File: src/rtl/lcd_msg_arbiter.sv
// Round-robin arbiter sharing one 16x2 LCD between two requesters; holds the granted lines for HOLD_CYCLES.
// Optional feature LCD_ARB_IDLE_MSG_EN: show IDLE_L1/IDLE_L2 after reset and whenever a hold expires.
module lcd_msg_arbiter #(
    parameter int unsigned  HOLD_CYCLES = 50000000,
    parameter int unsigned  CNT_W       = 26,
    parameter logic [127:0] IDLE_L1     = 128'("  LCD  IDLE    "),
    parameter logic [127:0] IDLE_L2     = 128'("                ")
) (
    input  logic         clk,
    input  logic         reset,
    input  logic         req0,
    input  logic [127:0] msg0_l1,
    input  logic [127:0] msg0_l2,
    input  logic         req1,
    input  logic [127:0] msg1_l1,
    input  logic [127:0] msg1_l2,
    output logic         gnt0,
    output logic         gnt1,
    output logic         done0,
    output logic         done1,
    output logic [127:0] line1,
    output logic [127:0] line2,
    output logic         busy,
    output logic         owner
);
    localparam logic [127:0]     SPACES   = {16{8'h20}};
    localparam logic [CNT_W-1:0] CNT_INIT = CNT_W'(HOLD_CYCLES - 1);

`ifdef LCD_ARB_IDLE_MSG_EN
    localparam logic [127:0] RST_L1 = IDLE_L1;
    localparam logic [127:0] RST_L2 = IDLE_L2;
`else
    localparam logic [127:0] RST_L1 = SPACES;
    localparam logic [127:0] RST_L2 = SPACES;
    logic unused_idle;
    assign unused_idle = ^{IDLE_L1, IDLE_L2};
`endif

    typedef enum logic {IDLE, HOLD} state_t;

    state_t           state_q, state_d;
    logic [CNT_W-1:0] cnt_q, cnt_d;
    logic             last_q, last_d;
    logic [1:0]       gnt_q, gnt_d, done_q, done_d;
    logic [127:0]     line1_d, line2_d;
    logic             busy_d, owner_d;
    logic             any_req, win;

    assign any_req = req0 | req1;
    // On a tie the requester that did not win last time goes next.
    assign win     = (req0 && req1) ? ~last_q : req1;

    assign gnt0  = gnt_q[0];
    assign gnt1  = gnt_q[1];
    assign done0 = done_q[0];
    assign done1 = done_q[1];

    always_ff @(posedge clk) begin
        if (reset) begin
            state_q <= IDLE;
            cnt_q   <= '0;
            last_q  <= 1'b1;
            gnt_q   <= '0;
            done_q  <= '0;
            line1   <= RST_L1;
            line2   <= RST_L2;
            busy    <= 1'b0;
            owner   <= 1'b0;
        end else begin
            state_q <= state_d;
            cnt_q   <= cnt_d;
            last_q  <= last_d;
            gnt_q   <= gnt_d;
            done_q  <= done_d;
            line1   <= line1_d;
            line2   <= line2_d;
            busy    <= busy_d;
            owner   <= owner_d;
        end
    end

    always_comb begin
        state_d = state_q;
        cnt_d   = cnt_q;
        case (state_q)
            IDLE: if (any_req) begin
                state_d = HOLD;
                cnt_d   = CNT_INIT;
            end
            HOLD: if (cnt_q == '0) state_d = IDLE;
                  else             cnt_d   = cnt_q - CNT_W'(1);
            default: state_d = IDLE;
        endcase
    end

    // Next values of the registered outputs; pulses default low every cycle.
    always_comb begin
        gnt_d   = '0;
        done_d  = '0;
        line1_d = line1;
        line2_d = line2;
        busy_d  = busy;
        owner_d = owner;
        last_d  = last_q;
        case (state_q)
            IDLE: if (any_req) begin
                gnt_d[win] = 1'b1;
                line1_d    = win ? msg1_l1 : msg0_l1;
                line2_d    = win ? msg1_l2 : msg0_l2;
                busy_d     = 1'b1;
                owner_d    = win;
                last_d     = win;
            end
            HOLD: if (cnt_q == '0) begin
                busy_d        = 1'b0;
                done_d[owner] = 1'b1;
`ifdef LCD_ARB_IDLE_MSG_EN
                line1_d       = IDLE_L1;
                line2_d       = IDLE_L2;
`endif
            end
            default: ;
        endcase
    end
endmodule

File: config.mk
export PLATFORM = sky130hd
export DESIGN_NAME = lcd_msg_arbiter
export DESIGN_NICKNAME = d
export VERILOG_FILES = /design/src/rtl/lcd_msg_arbiter.sv
export SDC_FILE = /design/constraint.sdc
export NUM_CORES = 1
export LEC_CHECK = 0
export ABC_AREA = 1
export BUFFER_PORTS_ARGS = -buffer_cell sky130_fd_sc_hd__buf_2
export CORE_AREA = 3 3 305 307
export CTS_CLUSTER_DIAMETER = 100
export DETAILED_ROUTE_END_ITERATION = 10
export DIE_AREA = 0 0 308 310
export MAX_ROUTING_LAYER = met4
export PLACE_DENSITY_LB_ADDON = 0.25
export REMOVE_ABC_BUFFERS = 1
export SLEW_MARGIN = 30
export SYNTH_ARGS = -nofsm -noshare
export SYNTH_HDL_FRONTEND = slang
export SYNTH_SLANG_ARGS = --single-unit
export TNS_END_PERCENT = 1
File: constraint.sdc
create_clock -name clk -period 3.15 [get_ports clk]
set_input_delay 0.63 -clock clk [delete_from_list [all_inputs] [get_ports clk]]
set_output_delay 0.63 -clock clk [all_outputs]
set_load 0.01 [all_outputs]
==> impl_metrics.yaml <==
yosys:
  area_of_the_mapped_netlist_um2: 12500
  yosysTopAreaCellShare_pct: 46.5
  yosysWarningCount: 0
  synth.lib_cells_used.distinct: 29
  ys_ff_latch: 290
  syn_avg_cell_area_um2: 7.17
  synth-seq-area-share_pct: 46.5
  synth.top_cells.by_area: "sky130_fd_sc_hd__dfxtp_1, sky130_fd_sc_hd__nand2_1, sky130_fd_sc_hd__o21ai_0, sky130_fd_sc_hd__a31oi_1, sky130_fd_sc_hd__clkbuf_1"
  synth_area_leader_cell: "sky130_fd_sc_hd__dfxtp_1"
  synthCells: 1740
floorplan:
  fp.dieW_um: 308
  chipHeight_um: 310
  initial_utilization_pct: 13.8
  placementRows: 110
  design.die.area_um2: 95500
  core_area_um2: 90300
  ios: 778
global_route:
  grt_usage_pct: 12.2
  grt_antenna_before_repair: 14
  first_global_vias: 14600
  gr-total-overflow: 0
  grt_first_pass_wirelength_mm: 88.3
  grt_max_degree: 135
clock_tree:
  clock-sinks: 290
  htree_levels: 2
  clock_insertion_delay_worst_skew_ns: 0.57
  cts_made_buffers: 40
  cts_tree: "yes"
  postCtsHoldBufs: 0
  cts.repair.resized: 0
  ctsLongestPathBuffers: 3
  path_clk_slew_ns: 0.06
  cts_root_buf: "sky130_fd_sc_hd__clkbuf_16"
  postCtsSetupRepairBufs: 0
sta:
  unrepaired_setup_endpoints_after_global_routing: "false"
  clock_skew_ns: 0.0171
  setup-violations-final: 0
  worst_rel_slew_slack_pct: 45.7
  final.period_utilization_pct: 62.8
  tightestPinTransition_ns: 0.814
  drv_slew: 0
  fmax_achieved_ghz: 0.505
  layout_min_cycle_time_ns: 1.98
  finalHoldViolCount: 0
routing:
  drt_iter0_markers: 982
  m1WireLength_mm: 25.2
  drt-wirelength-per-cell_um: 16.7
  drc_violation_count_after_routing: 0
  drt_first_pass_iters: 8
  top_layer: "met4"
  detailroute.wirelength.met3_mm: 3.71
  drt_wl_total_mm: 61.4
  routed-via-count: 14700
  via_per_inst: 4.02
  met2WireLength_mm: 30.9
  ant_nets: 0
finish:
  final_core_util_pct: 21.2
  finalInstanceArea_um2: 19200
  most_common_cell_after_layout_fill_and_taps_aside: "sky130_fd_sc_hd__buf_2"
  post_route_cells_drive_above_1_share_pct: 36.4
  finalNetCount: 2969
  layout_common_cells: "sky130_fd_sc_hd__buf_2, sky130_fd_sc_hd__nand2_1, sky130_fd_sc_hd__o21ai_0"
  synthToLayoutAreaGrowth_pct: 53.6
  layout.cells.non_filler: 3669
  fillerInstances: 10400
pwr:
  power.internal_uw: 7930
  power-per-cell-area_nw_per_um2: 593
  vdd_ir_drop_max_v: 0.000325
  power.leakage_uw: 0.00889
  clockPowerShare_pct: 42.4
  p_sw_share_pct: 30.3
  power_frac_comb_pct: 20.0
  total_switching_power_uw: 3440
  power.share.sequential_pct: 37.6
worst_hold_path:
  hp-class: "input pin to flop"
  launch_point_of_the_worst_hold_path: "msg1_l1[71]"
  worst_hold_path.endpoint: "line1[71]$_SDFFE_PP0P_"
  min_delay_path_depth: 3
place:
  final_weighted_congestion_in_routability_driven_placement: 0.823
  post_detail_place_hpwl_mm: 45.4
  buffer_ports.inserted: 777
  dp_cells: 3586
  placedInstanceArea_um2: 17800
setup_path:
  path_cells: "buf_4 -> inv_2 -> o21ai_4 -> buf_4 -> buf_4 -> a21oi_1 -> o21ai_0"
  worstPathRequired_ns: 3.63
  timing.critical_path.buf_inv: 4
  slowest_delay_ns: 0.46
  cp.depth: 7
  r2r_end: "line2[85]$_SDFFE_PP1P_"
  critPathMostFrequentCell: "sky130_fd_sc_hd__buf_4"
  critical-path-top-delay-family: "buffers and inverters"
  r2r_start: "state_q$_SDFF_PP0_"
  crit_path_max_fanout: 32
  reg2reg_slack_ns: 1.17
  worst_setup_path_startpoint: "state_q$_SDFF_PP0_"
  crit_arrival_ns: 2.46
  ff2ff_path_depth: 7
  timing.setup.critical_path_class: "flop to flop"
  timing.critical_path.from_type: "flop"
  end_kind: "flop"
  slowest_stage_cell_cp: "sky130_fd_sc_hd__buf_4"
flow_run:
  max_cap_violations: 0
status:
  outcome: "completed"
## worst max path at each step
stage | slack, ns | end
global placement | 1.0 | line1[125]$_SDFFE_PP1P_
floorplan | -7.88 | last_q$_SDFFE_PP1P_
detailed placement | 0.99 | line2[85]$_SDFFE_PP1P_
finish | 1.17 | line2[85]$_SDFFE_PP1P_
CTS | 1.14 | cnt_q[21]$_SDFFE_PP0P_
global route | 0.95 | cnt_q[14]$_SDFFE_PP0P_
## layer usage
metal	global-route usage, %	up-vias
li1	-	7422
met1	14.0	6736
met2	20.9	496
met3	2.97	88
met4	4.18	0
met5	-	-
## metrics by stage
| step | total power (uW) | TNS [ns] | setup slack (ns) | hold WS (ns) |
|---|---|---|---|---|
| global route | 12000 | 0 | 0.946 | 0.288 |
| global placement | 6670 | 0 | 0.996 | 0.450 |
| floorplan | 5500 | -2045.88 | -7.88 | 0.442 |
| finish | 11400 | 0 | 1.17 | 0.321 |
| CTS | 11600 | 0 | 1.14 | 0.259 |
| detailed placement | 6650 | 0 | 0.987 | 0.454 |
## cell type report
cell class	count	area [um^2]	share of cell area, %
flip-flops and latches	290	5810	30.3
well taps	1176	1470	7.68
diodes	12	30.0	0.157
repair buffers	822	4400	23.0
clock buffers	62	1210	6.34
inverters	27	121	0.633
clock inverters	9	158	0.823
multi-input cells	1271	5960	31.1
## power groups by stage
stage	registers, uW	logic (uW)	clock network [uW]
after global routing	4320	2550	5150
after CTS	4270	2310	5040
after floorplan	4490	1010	0
after detailed placement	4340	2310	0
after global placement	4350	2310	0
final	4270	2270	4820
## state kept, by name (all words and copies together), names as in the netlist
| register | flops |
|---|---|
| line2 | 128 |
| owner | 1 |
| done_q | 2 |
| state_q | 1 |
| cnt_q | 26 |
| gnt_q | 2 |
| busy | 1 |
| line1 | 128 |
| last_q | 1 |
## kinds of logic (layout without fill, tap and decap cells)
kind of cell	Yosys count	after routing	synth area share (%)
AND/OR/NAND/NOR	697	697	22.2
other	0	12	0
buffers and inverters	179	920	5.81
AO/OA/AOI/OAI	573	573	25.4
adder cells (fa/ha/maj)	1	1	0.100
flip-flops	290	290	46.5
## cell usage after synthesis
| library cell | n |
|---|---|
| sky130_fd_sc_hd__or2_2 | 6 |
| sky130_fd_sc_hd__dfxtp_1 | 290 |
| sky130_fd_sc_hd__clkinv_1 | 1 |
| sky130_fd_sc_hd__o21ai_1 | 1 |
| sky130_fd_sc_hd__o21ai_0 | 294 |
| sky130_fd_sc_hd__a31oi_1 | 224 |
| sky130_fd_sc_hd__o21ai_4 | 1 |
| sky130_fd_sc_hd__inv_1 | 24 |
| sky130_fd_sc_hd__buf_6 | 3 |
| sky130_fd_sc_hd__nor2_4 | 1 |
| sky130_fd_sc_hd__inv_2 | 2 |
| sky130_fd_sc_hd__clkbuf_1 | 114 |
| sky130_fd_sc_hd__a21oi_1 | 52 |
| sky130_fd_sc_hd__buf_1 | 11 |
| sky130_fd_sc_hd__nand2_2 | 2 |
| sky130_fd_sc_hd__nor2_2 | 1 |
| sky130_fd_sc_hd__nand3b_1 | 3 |
| sky130_fd_sc_hd__nand4_1 | 8 |
| sky130_fd_sc_hd__nor3_1 | 2 |
| sky130_fd_sc_hd__nor2_1 | 92 |
| sky130_fd_sc_hd__nor3b_1 | 3 |
| sky130_fd_sc_hd__o21ai_2 | 1 |
| sky130_fd_sc_hd__nand3_2 | 1 |
| sky130_fd_sc_hd__buf_2 | 17 |
| sky130_fd_sc_hd__ha_1 | 1 |
| sky130_fd_sc_hd__nand2_1 | 532 |
| sky130_fd_sc_hd__clkbuf_2 | 7 |
| sky130_fd_sc_hd__nand2_4 | 2 |
| sky130_fd_sc_hd__nand3_1 | 44 |
## worst min-delay path, stage by stage
cell and delay (ns):
sky130_fd_sc_hd__buf_2 0.09, sky130_fd_sc_hd__nand2_1 0.05, sky130_fd_sc_hd__a31oi_1 0.07
(Power assumes the default switching activity.)
